$ cat src/rtl/spram_dma_wr_pkg.sv
// spram_dma_wr_pkg
//   Shared types and helpers for the SPRAM DMA write front end.
//   - state_t        : control FSM encoding (IDLE / RUN / DONE)
//   - bytes_per_word : stream bytes packed into one RAM word
//   - bcnt_width     : width of the byte-in-word counter
package spram_dma_wr_pkg;

   typedef enum logic [1:0] {
      IDLE = 2'd0,
      RUN  = 2'd1,
      DONE = 2'd2
   } state_t;

   function automatic int bytes_per_word(input int data_width);
      return data_width / 8;
   endfunction

   // Keep at least one bit so a single-byte word still has a legal counter.
   function automatic int bcnt_width(input int data_width);
      return (data_width / 8 > 1) ? $clog2(data_width / 8) : 1;
   endfunction

endpackage

$ cat src/rtl/spram_dma_wr_if.sv
// spram_dma_wr_if
//   Bundles the CPU port, DMA control, byte stream and RAM port of
//   spram_dma_wr.
//   slave  : the DMA block side (consumes CPU/DMA/stream, drives RAM)
//   master : the environment side (CPU, DMA controller, stream source, RAM)
interface spram_dma_wr_if #(
   parameter int ADDR_WIDTH = 10,
   parameter int DATA_WIDTH = 16
);
   // CPU port
   logic [ADDR_WIDTH-1:0] cpu_addr;
   logic [DATA_WIDTH-1:0] cpu_din;
   logic                  cpu_we;
   logic                  cpu_re;
   logic                  cpu_hold;
   // DMA control
   logic                  dma_start;
   logic [ADDR_WIDTH-1:0] dma_addr;
   logic [ADDR_WIDTH-1:0] dma_len;
   logic                  busy;
   logic                  done;
   // byte stream
   logic [7:0]            s_data;
   logic                  s_valid;
   logic                  s_ready;
   // RAM port
   logic [ADDR_WIDTH-1:0] ram_addr;
   logic [DATA_WIDTH-1:0] ram_din;
   logic                  ram_we;
   logic                  ram_re;

   modport slave (
      input  cpu_addr, cpu_din, cpu_we, cpu_re,
      input  dma_start, dma_addr, dma_len,
      input  s_data, s_valid,
      output cpu_hold, busy, done, s_ready,
      output ram_addr, ram_din, ram_we, ram_re
   );

   modport master (
      output cpu_addr, cpu_din, cpu_we, cpu_re,
      output dma_start, dma_addr, dma_len,
      output s_data, s_valid,
      input  cpu_hold, busy, done, s_ready,
      input  ram_addr, ram_din, ram_we, ram_re
   );
endinterface

$ cat src/rtl/spram_dma_wr_fifo.sv
// spram_dma_wr_fifo
//   Synchronous first-word-fall-through FIFO.
//   Ports: clk, rst (async high), push/wdata, pop, full, empty,
//          head (current oldest entry, valid while !empty).
//   Pointers carry one extra wrap bit so full and empty are distinct.
module spram_dma_wr_fifo #(
   parameter int WIDTH = 16,
   parameter int DEPTH = 4
) (
   input  logic             clk,
   input  logic             rst,
   input  logic             push,
   input  logic [WIDTH-1:0] wdata,
   input  logic             pop,
   output logic             full,
   output logic             empty,
   output logic [WIDTH-1:0] head
);
   localparam int AW = $clog2(DEPTH);

   logic [WIDTH-1:0] mem [DEPTH];
   logic [AW:0]      wp, rp;
   logic             do_push, do_pop;

   assign do_push = push & ~full;
   assign do_pop  = pop & ~empty;

   always_ff @(posedge clk or posedge rst) begin
      if (rst) begin
         wp <= '0;
         rp <= '0;
      end else begin
         if (do_push) wp <= wp + 1'b1;
         if (do_pop)  rp <= rp + 1'b1;
      end
   end

   // Storage needs no reset: entries are only read while the pointers say valid.
   always_ff @(posedge clk) begin
      if (do_push) mem[wp[AW-1:0]] <= wdata;
   end

   assign empty = (wp == rp);
   assign full  = (wp[AW] != rp[AW]) && (wp[AW-1:0] == rp[AW-1:0]);
   assign head  = mem[rp[AW-1:0]];

endmodule

$ cat src/rtl/spram_dma_wr.sv
// spram_dma_wr
//   Write-side DMA front end for a single-port RAM. Packs a little-endian
//   byte stream into DATA_WIDTH words, buffers them in a small FIFO and
//   writes them to consecutive RAM addresses in cycles the CPU leaves idle.
//   Ports: clk, rst (async high) and one spram_dma_wr_if.slave bundle:
//     cpu_*    : CPU request in, cpu_hold out when the DMA takes the port
//     dma_*    : start pulse, first address, word count; busy/done status
//     s_*      : byte stream (valid/ready)
//     ram_*    : RAM addr/din/we/re
module spram_dma_wr
   import spram_dma_wr_pkg::*;
#(
   parameter int ADDR_WIDTH = 10,
   parameter int DATA_WIDTH = 16,
   parameter int FIFO_DEPTH = 4
) (
   input  logic            clk,
   input  logic            rst,
   spram_dma_wr_if.slave   bus
);
   localparam int BPW = bytes_per_word(DATA_WIDTH);
   localparam int BW  = bcnt_width(DATA_WIDTH);
   localparam logic [BW-1:0] LAST_BYTE = BW'(BPW - 1);

   state_t                state, state_nx;
   logic [ADDR_WIDTH-1:0] ptr, pack_left, write_left;
   logic [BW-1:0]         byte_cnt;
   logic [DATA_WIDTH-1:0] part, word_nx, head;
   logic                  zero_done;
   logic                  run, start_ok, creq, dma_slot, acc, push;
   logic                  full, empty, s_ready_i;

   assign run       = (state == RUN);
   assign start_ok  = (state == IDLE) & bus.dma_start;
   assign creq      = bus.cpu_we | bus.cpu_re;
   // CPU normally wins; a full FIFO steals the port so the stream keeps
   // moving and a held CPU waits at most FIFO_DEPTH cycles.
   assign dma_slot  = run & ~empty & (~creq | full);
   assign s_ready_i = run & (pack_left != '0) & ~full;
   assign acc       = bus.s_valid & s_ready_i;
   assign push      = acc & (byte_cnt == LAST_BYTE);

   // Partial word with the incoming byte merged in at its lane.
   always_comb begin
      word_nx = part;
      word_nx[{byte_cnt, 3'b000} +: 8] = bus.s_data;
   end

   spram_dma_wr_fifo #(.WIDTH(DATA_WIDTH), .DEPTH(FIFO_DEPTH)) u_fifo (
      .clk   (clk),
      .rst   (rst),
      .push  (push),
      .wdata (word_nx),
      .pop   (dma_slot),
      .full  (full),
      .empty (empty),
      .head  (head)
   );

   // ---- FSM: state register ----
   always_ff @(posedge clk or posedge rst) begin
      if (rst) state <= IDLE;
      else     state <= state_nx;
   end

   // ---- FSM: next state ----
   always_comb begin
      state_nx = state;
      case (state)
         IDLE: if (start_ok && bus.dma_len != '0) state_nx = RUN;
         // Leave on the edge that retires the last word.
         RUN:  if (write_left == '0 ||
                   (dma_slot && write_left == ADDR_WIDTH'(1))) state_nx = DONE;
         DONE: state_nx = IDLE;
         default: state_nx = IDLE;
      endcase
   end

   // ---- FSM: outputs ----
   // A zero-length start stays in IDLE and reports completion via zero_done.
   always_comb begin
      bus.busy = (state == RUN);
      bus.done = (state == DONE) | zero_done;
   end

   // ---- datapath counters and packer ----
   always_ff @(posedge clk or posedge rst) begin
      if (rst) begin
         ptr        <= '0;
         pack_left  <= '0;
         write_left <= '0;
         byte_cnt   <= '0;
         part       <= '0;
         zero_done  <= 1'b0;
      end else begin
         zero_done <= start_ok & (bus.dma_len == '0);
         if (start_ok) begin
            ptr        <= bus.dma_addr;
            pack_left  <= bus.dma_len;
            write_left <= bus.dma_len;
            byte_cnt   <= '0;
         end else begin
            if (acc) begin
               if (push) begin
                  byte_cnt  <= '0;
                  pack_left <= pack_left - 1'b1;
               end else begin
                  byte_cnt <= byte_cnt + 1'b1;
                  part     <= word_nx;
               end
            end
            if (dma_slot) begin
               ptr        <= ptr + 1'b1;
               write_left <= write_left - 1'b1;
            end
         end
      end
   end

   // ---- RAM port arbitration ----
   always_comb begin
      bus.ram_addr = bus.cpu_addr;
      bus.ram_din  = bus.cpu_din;
      bus.ram_we   = bus.cpu_we;
      bus.ram_re   = bus.cpu_re;
      bus.cpu_hold = 1'b0;
      if (dma_slot) begin
         bus.ram_addr = ptr;
         bus.ram_din  = head;
         bus.ram_we   = 1'b1;
         bus.ram_re   = 1'b0;
         bus.cpu_hold = creq;
      end
   end

   assign bus.s_ready = s_ready_i;

endmodule

$ cat src/flat_wrapper.sv
// flat-port wrapper written by rule: the top's interface ports become plain ports
module spram_dma_wr_flat import spram_dma_wr_pkg::*;
#(
   parameter int ADDR_WIDTH = 10,
   parameter int DATA_WIDTH = 16,
   parameter int FIFO_DEPTH = 4
)
  (clk, rst, bus_cpu_addr, bus_cpu_din, bus_cpu_we, bus_cpu_re, bus_dma_start, bus_dma_addr, bus_dma_len, bus_s_data, bus_s_valid, bus_cpu_hold, bus_busy, bus_done, bus_s_ready, bus_ram_addr, bus_ram_din, bus_ram_we, bus_ram_re);
  spram_dma_wr_if #(.ADDR_WIDTH(ADDR_WIDTH), .DATA_WIDTH(DATA_WIDTH)) bus_i ();
  input  logic clk;
  input  logic rst;
  input wire logic [$bits(bus_i.cpu_addr)-1:0] bus_cpu_addr;
  input wire logic [$bits(bus_i.cpu_din)-1:0] bus_cpu_din;
  input wire logic [$bits(bus_i.cpu_we)-1:0] bus_cpu_we;
  input wire logic [$bits(bus_i.cpu_re)-1:0] bus_cpu_re;
  input wire logic [$bits(bus_i.dma_start)-1:0] bus_dma_start;
  input wire logic [$bits(bus_i.dma_addr)-1:0] bus_dma_addr;
  input wire logic [$bits(bus_i.dma_len)-1:0] bus_dma_len;
  input wire logic [$bits(bus_i.s_data)-1:0] bus_s_data;
  input wire logic [$bits(bus_i.s_valid)-1:0] bus_s_valid;
  output wire logic [$bits(bus_i.cpu_hold)-1:0] bus_cpu_hold;
  output wire logic [$bits(bus_i.busy)-1:0] bus_busy;
  output wire logic [$bits(bus_i.done)-1:0] bus_done;
  output wire logic [$bits(bus_i.s_ready)-1:0] bus_s_ready;
  output wire logic [$bits(bus_i.ram_addr)-1:0] bus_ram_addr;
  output wire logic [$bits(bus_i.ram_din)-1:0] bus_ram_din;
  output wire logic [$bits(bus_i.ram_we)-1:0] bus_ram_we;
  output wire logic [$bits(bus_i.ram_re)-1:0] bus_ram_re;
  assign bus_i.cpu_addr = bus_cpu_addr;
  assign bus_i.cpu_din = bus_cpu_din;
  assign bus_i.cpu_we = bus_cpu_we;
  assign bus_i.cpu_re = bus_cpu_re;
  assign bus_i.dma_start = bus_dma_start;
  assign bus_i.dma_addr = bus_dma_addr;
  assign bus_i.dma_len = bus_dma_len;
  assign bus_i.s_data = bus_s_data;
  assign bus_i.s_valid = bus_s_valid;
  assign bus_cpu_hold = bus_i.cpu_hold;
  assign bus_busy = bus_i.busy;
  assign bus_done = bus_i.done;
  assign bus_s_ready = bus_i.s_ready;
  assign bus_ram_addr = bus_i.ram_addr;
  assign bus_ram_din = bus_i.ram_din;
  assign bus_ram_we = bus_i.ram_we;
  assign bus_ram_re = bus_i.ram_re;
  spram_dma_wr #(.ADDR_WIDTH(ADDR_WIDTH), .DATA_WIDTH(DATA_WIDTH), .FIFO_DEPTH(FIFO_DEPTH)) u_core (.clk(clk), .rst(rst), .bus(bus_i));
endmodule
$ cat config.mk
export PLATFORM = sky130hd
export DESIGN_NAME = spram_dma_wr_flat
export DESIGN_NICKNAME = d
export VERILOG_FILES = /design/src/rtl/spram_dma_wr_pkg.sv /design/src/rtl/spram_dma_wr_if.sv /design/src/rtl/spram_dma_wr_fifo.sv /design/src/rtl/spram_dma_wr.sv /design/src/flat_wrapper.sv
export SDC_FILE = /design/constraint.sdc
export NUM_CORES = 1
export LEC_CHECK = 0
export CORE_MARGIN = 3
export CORE_UTILIZATION = 54
export CTS_BUF_LIST = sky130_fd_sc_hd__clkbuf_4 sky130_fd_sc_hd__clkbuf_8 sky130_fd_sc_hd__clkbuf_16
export CTS_CLUSTER_DIAMETER = 40
export DETAILED_ROUTE_END_ITERATION = 7
export HOLD_SLACK_MARGIN = 0.12
export PLACE_DENSITY = 0.85
export SLEW_MARGIN = 20
export SYNTH_ARGS = -nofsm -noshare
export SYNTH_HDL_FRONTEND = slang
export SYNTH_SLANG_ARGS = --single-unit
export TNS_END_PERCENT = 10
$ cat constraint.sdc
create_clock -name clk -period 2.4 [get_ports clk]
set_input_delay 0.36 -clock clk [delete_from_list [all_inputs] [get_ports clk]]
set_output_delay 0.36 -clock clk [all_outputs]
set_load 0.05 [all_outputs]
======== After elaboration in Yosys (flattened, before gate mapping) ========
Memory sizes are Yosys's and may differ from the RTL's.
Index checks and enable logic that the tools add are counted.
cells by class
  $add $sub $neg .......................... 7
  eq/ne operators ......................... 8
  shift-type cells ........................ 2
  muxes and demuxes ....................... 21
  bitwise operators ....................... 18
  reduce and logical (&&, ||, !) cells .... 15
operators by type and width
  kind                                                   count
  2-to-1 mux 10 bit                                      8
  logical NOT 10 bit                                     2
  nonzero test 10 bit                                    2
  subtractor 10 x 1 -> 10 bit (second input constant)    2
  bitwise mux 16 bit                                     1
  2-to-1 mux 16 bit                                      1
  variable shift 8 x 6 -> 16 bit (first input constant)  1
  indexed part select 8 x 6 -> 16 bit                    1
  adder 10 x 1 -> 10 bit (second input constant)         1
  bitwise AND 1 bit                                      10
  == test 10 x 1 -> 1 bit (second input constant)        1
  2-to-1 mux 1 bit                                       8
  adder 3 x 1 -> 3 bit (second input constant)           2
  negator 4 -> 6 bit                                     1
  nonzero test 2 bit                                     3
  NOT 1 bit                                              5
  2-to-1 mux 2 bit                                       2
  inequality test 2 bit (second input constant)          2
  case mux 2 bit (2 select lines)                        1
  AND reduction 2 bit                                    2
  == test 3 bit                                          1
  logical AND 1 bit                                      3
  OR 1 bit                                               3
  AND reduction 3 bit                                    1
  7 further kinds                                        7
word-level totals
  register bits ........................... 56
  memory bits (writable) .................. 64
  memories ................................ 1
memories
  name               words  bits a word  rd ports  clocked after Yosys merged registers in  write ports  RTL line                 RTL
  u_core.u_fifo.mem  4      16           1         0                                        1            spram_dma_wr_fifo.sv:21  logic [WIDTH-1:0] mem [DEPTH];

======== Depth between registers and ports, before layout ========
Gate-level depths: netlist of run 1.
  depth after elaboration ................. 9
  gate-level depth with buffers ........... 9

======== By module ========
A second synthesis of run 1 with hierarchy kept.
second synthesis, totals
  cell total of the unflattened synthesis .. 489
  area, all modules ....................... 5793.1 sq um
by module, submodules not included
  module             times used  cells each  area each (sq um)  seq. area each (sq um)
  spram_dma_wr       1           356         2979.1             1251.2
  spram_dma_wr_fifo  1           133         2813.9             2072.0

======== Worst setup path before layout of run 1 ========
OpenSTA, ideal clock, no wires.
  path kind ............................... register to output
  start point ............................. register u_core.state[1]
  end point ............................... output port bus_ram_addr[2]
  data arrival time ....................... 2.798 ns
  data required time ...................... 2.040 ns
  path slack .............................. -0.758 ns
  stages on the path, launching flop included .. 7
  path through ............................ dfrtp_1 nor2b_1 clkbuf_1 o21ai_1 buf_2 buf_2 o21ai_0
on the way
  longest elaborated chain between the ends .. 4
ends and longest elaborated chain
  what                             RTL line             RTL
  start, declared                  spram_dma_wr.sv:25   state_t state, state_nx;
  start signal, assigned           spram_dma_wr.sv:63   else state <= state_nx;
  == test 2 x 1 -> 1 bit           --
  named net bus_busy               flat_wrapper.sv:22   output wire logic [$bits(bus_i.busy)-1:0] bus_busy;
  bitwise AND 1 bit (2 in series)  spram_dma_wr.sv:38   assign dma_slot = run & ~empty & (~creq | full);
  2-to-1 mux 10 bit                spram_dma_wr.sv:127  if (dma_slot) begin
  end, declared                    flat_wrapper.sv:25   output wire logic [$bits(bus_i.ram_addr)-1:0] bus_ram_addr;
The timed path passes the listed nets, and every way through them passes these cells.

======== Worst setup path after layout of run 1 ========
  start point ............................. register u_core.u_fifo.rp[1]
  end point ............................... output port bus_ram_addr[2]
on the way
  longest elaborated chain between the ends .. 5
  elaborated cells between the ends (all ways) .. 8
ends and longest elaborated chain
  what                                            RTL line                                          RTL
  start, declared                                 spram_dma_wr_fifo.sv:22                           logic [AW:0] wp, rp;
  start signal, assigned                          spram_dma_wr_fifo.sv:34                           if (do_pop) rp <= rp + 1'b1;
  == test 3 bit or == test 2 bit (tied branches)  spram_dma_wr_fifo.sv:43, spram_dma_wr_fifo.sv:44
  NOT 1 bit or logical AND 1 bit (tied branches)  spram_dma_wr.sv:38, spram_dma_wr_fifo.sv:44
  bitwise AND 1 bit or OR 1 bit (tied branches)   spram_dma_wr.sv:38
  bitwise AND 1 bit *                             spram_dma_wr.sv:38
  2-to-1 mux 10 bit *                             spram_dma_wr.sv:127
Mark *: on every way between the ends. The rest lies on a longest branch, timed or not.

==> reports/qor.csv, run 1 <==
metric,value,unit
critPathBufInv,3,
reg2reg_from,u_core.u_fifo.rp[1],
reg2reg_to,u_core.write_left[2],
final_core_util,79.4,%
cts_buffers,17,
crit_family,compound AO/OA/AOI/OAI gates,
cts.sinks,120,
core-area,10400,µm²
reg2reg_depth,8,
gp_congestion,0.832,
crit_path_frequent_cell,buf_12,
endpoint,bus_ram_addr[2],
crit_type,flip-flop to output pin,
syn_inst,483,
clk_pin_slew,0.06,ns
die_w,110,µm
start_kind,flip-flop,
async_flop_share,46.7,%
postPlaceCellArea,7310,µm²
clock_latency,0.52,ns
cp_cell_sequence,xor2_4 -> o21a_4 -> o21ai_4 -> buf_12 -> buf_12 -> nand2_1 -> o21ai_2 -> buf_12,
port_buffers,91,
ys_seq_area_share,57.1,%
worstPathRequired,2.04,ns
grt_pass1_wl,26200,µm
crit_arrival,2.30,ns
synth_edf_count,64,
die-area,12100,µm²
clk_path_buf_depth,2,
yosysUniqueCellTypes,56,
drive_gt1_share,32.0,%
cp_max_fo,15,
finalSetupViolCount,30,
clockRootBuffer,clkbuf_8,
slew_viol_final,0,
max_slew_margin,61.3,%
start_util,55.9,%
dp_hpwl,9700,µm
drt_pass1_iterations,5,
yosys.area.top_type_share,33.0,%
yosysTopAreaCell,edfxtp_1,
antenna_cells,0,
tightestPinTransition,0.572,ns
cts_tree,built,
fin_area,8270,µm²
min_path_type,primary input to asynchronous set/reset pin,
layout_setup_ws,-0.259,ns
synth_commonest_cells,"nand2_1, edfxtp_1, dfrtp_1",
synth_area,5820,µm²
grt.total_usage,29.5,%
synth_flop_cell,edfxtp_1,
r2r_slack,0.03,ns
max_freq,0.376,GHz
violations,setup timing,
yosysWarnings,0,
skew,0.0121,ns
die_h,110,µm
crit_cells,8,
finalNetCount,667,
period_share,111,%
drt-total-wl,17200,µm
yosysMostFrequentCell,nand2_1,
antenna_found_initial,0,
grt-ovfl-total,0,
pwr_density_cell,1650,nW/µm²
drc_errors,0,
wl_per_cell,23.1,µm
ys_top_cells_by_area,"edfxtp_1, dfrtp_1, nand2_1",
cp-end-kind,output pin,
drtIter0Drc,622,
avgViaCountPerCell,6.35,
critical-path-max-stage-delay,0.46,ns
ant_nets,0,
hold_viol,0,
synth-seq-cells,120,
io_pins,92,
ir_worst_vdd,1.22,mV
cp-startpoint,u_core.u_fifo.rp[1],
max_cap_viol_count,0,
rsz0062_at_grt,true,
status,"complete, but fails checks",
area_delta_synth_final,42.0,%
fin_crit,2.66,ns
p_leak,3.38,nW
htreeDepth,4,
crit_slowest_cell,dfrtp_1,
grt_max_degree,57,
hold_buffers,0,
first_global_vias,4815,
placementRows,37,
synth_nets,554,
num_vias,4728,
syn_avg_cell_area,12.1,µm²
## state kept, by name (all words and copies together), names as in the netlist
register,flops
u_core.byte_cnt,1
u_core.write_left,10
u_core.part,16
u_core.u_fifo.rp,3
u_core.u_fifo.mem,64
u_core.ptr,10
u_core.pack_left,10
u_core.state,2
u_core.u_fifo.wp,3
u_core.zero_done,1
## per-stage QoR
stage	setup TNS [ns]	std cells	setup WS [ns]	hold slack, ns	power [mW]
2_1_floorplan	0	483	0.0280	0.425	7.20
3_3_place_gp	0	702	0.0871	0.361	9.71
3_5_place_dp	0	702	0.0137	0.365	9.96
4_1_cts	-4.90	743	-0.200	0.218	13.3
5_1_grt	-7.63	745	-0.320	0.233	14.2
6_report	-5.63	745	-0.259	0.210	13.7
## cell usage in the layout, fill, tap and decap left out, drive strengths merged, types with 9 or more instances in the layout
| cell | Yosys | final |
|---|---|---|
| mux4 | 16 | 16 |
| nand3 | 27 | 27 |
| a221o | 9 | 9 |
| nor4 | 9 | 9 |
| nand2 | 103 | 103 |
| edfxtp | 64 | 64 |
| inv | 11 | 22 |
| nor2 | 15 | 15 |
| o21ai | 14 | 14 |
| mux2 | 26 | 26 |
| and3 | 10 | 10 |
| ha | 11 | 11 |
| dfrtp | 56 | 56 |
| clkdlybuf4s50 | 0 | 60 |
| buf | 14 | 63 |
| clkbuf | 18 | 18 |
## power by group
group          internal, mW  switching [mW]
combinational          3.60            4.18
sequential             2.84           0.523
clock                  1.52            1.03
## worst min-delay path, delay by kind of cell
kind	cells	cell delay (ns)
buffers and inverters	3	0.76
## repair_timing
action | CTS | global route
hold endpoints to repair | 0 | 0
gates cloned | 2 | 1
buffers inserted | 7 | 1
setup endpoints to repair | 30 | 31
gates resized for setup | 45 | 20
pin swaps | 12 | 7
## worst min-delay path by stage
| stage | start | slack, ns | to |
|---|---|---|---|
| 2_1_floorplan | u_core.part[10] | 0.43 | u_core.part[10] |
| 3_3_place_gp | u_core.part[13] | 0.36 | u_core.part[13] |
| 3_5_place_dp | u_core.part[15] | 0.36 | u_core.part[15] |
| 4_1_cts | rst | 0.22 | u_core.pack_left[8] |
| 5_1_grt | rst | 0.23 | u_core.pack_left[8] |
| 6_report | rst | 0.21 | u_core.pack_left[9] |
## final cells by class
cell class                 count  area (µm²)
fill                         538        2150
timing repair buffer         126        1650
sequential                   120        3330
multi-input combinational    320        2490
inverter                      11        41.3
tap                          136         170
clock buffer                  17         414
clock inverter                15         175
## cell families after synthesis
family | after synthesis | share of synthesized area [%]
simple gates | 192 | 15.6
compound gates | 62 | 7.80
buf+inv | 43 | 3.31
xor+xnor | 10 | 1.96
fa+ha+maj | 11 | 2.36
flops | 120 | 57.1
mux | 45 | 11.9
## per-layer routing
layer	global-route usage [%]	share of wire, %	vias to the layer above
met4	11.8	3.4	0
met2	51.1	53	320
li1	-	-	2008
met1	35.6	36	2334
met3	6.81	7.4	66
met5	0	0	-
(Power assumes the default switching activity.)
==> run 2, diff against run 1 <==
- CTS_CLUSTER_SIZE: unset -> 8
- SLEW_MARGIN: 20 -> unset
==> results of run 2 <==
Same layout as run 1: the final DEF is identical, and so are final timing and power.
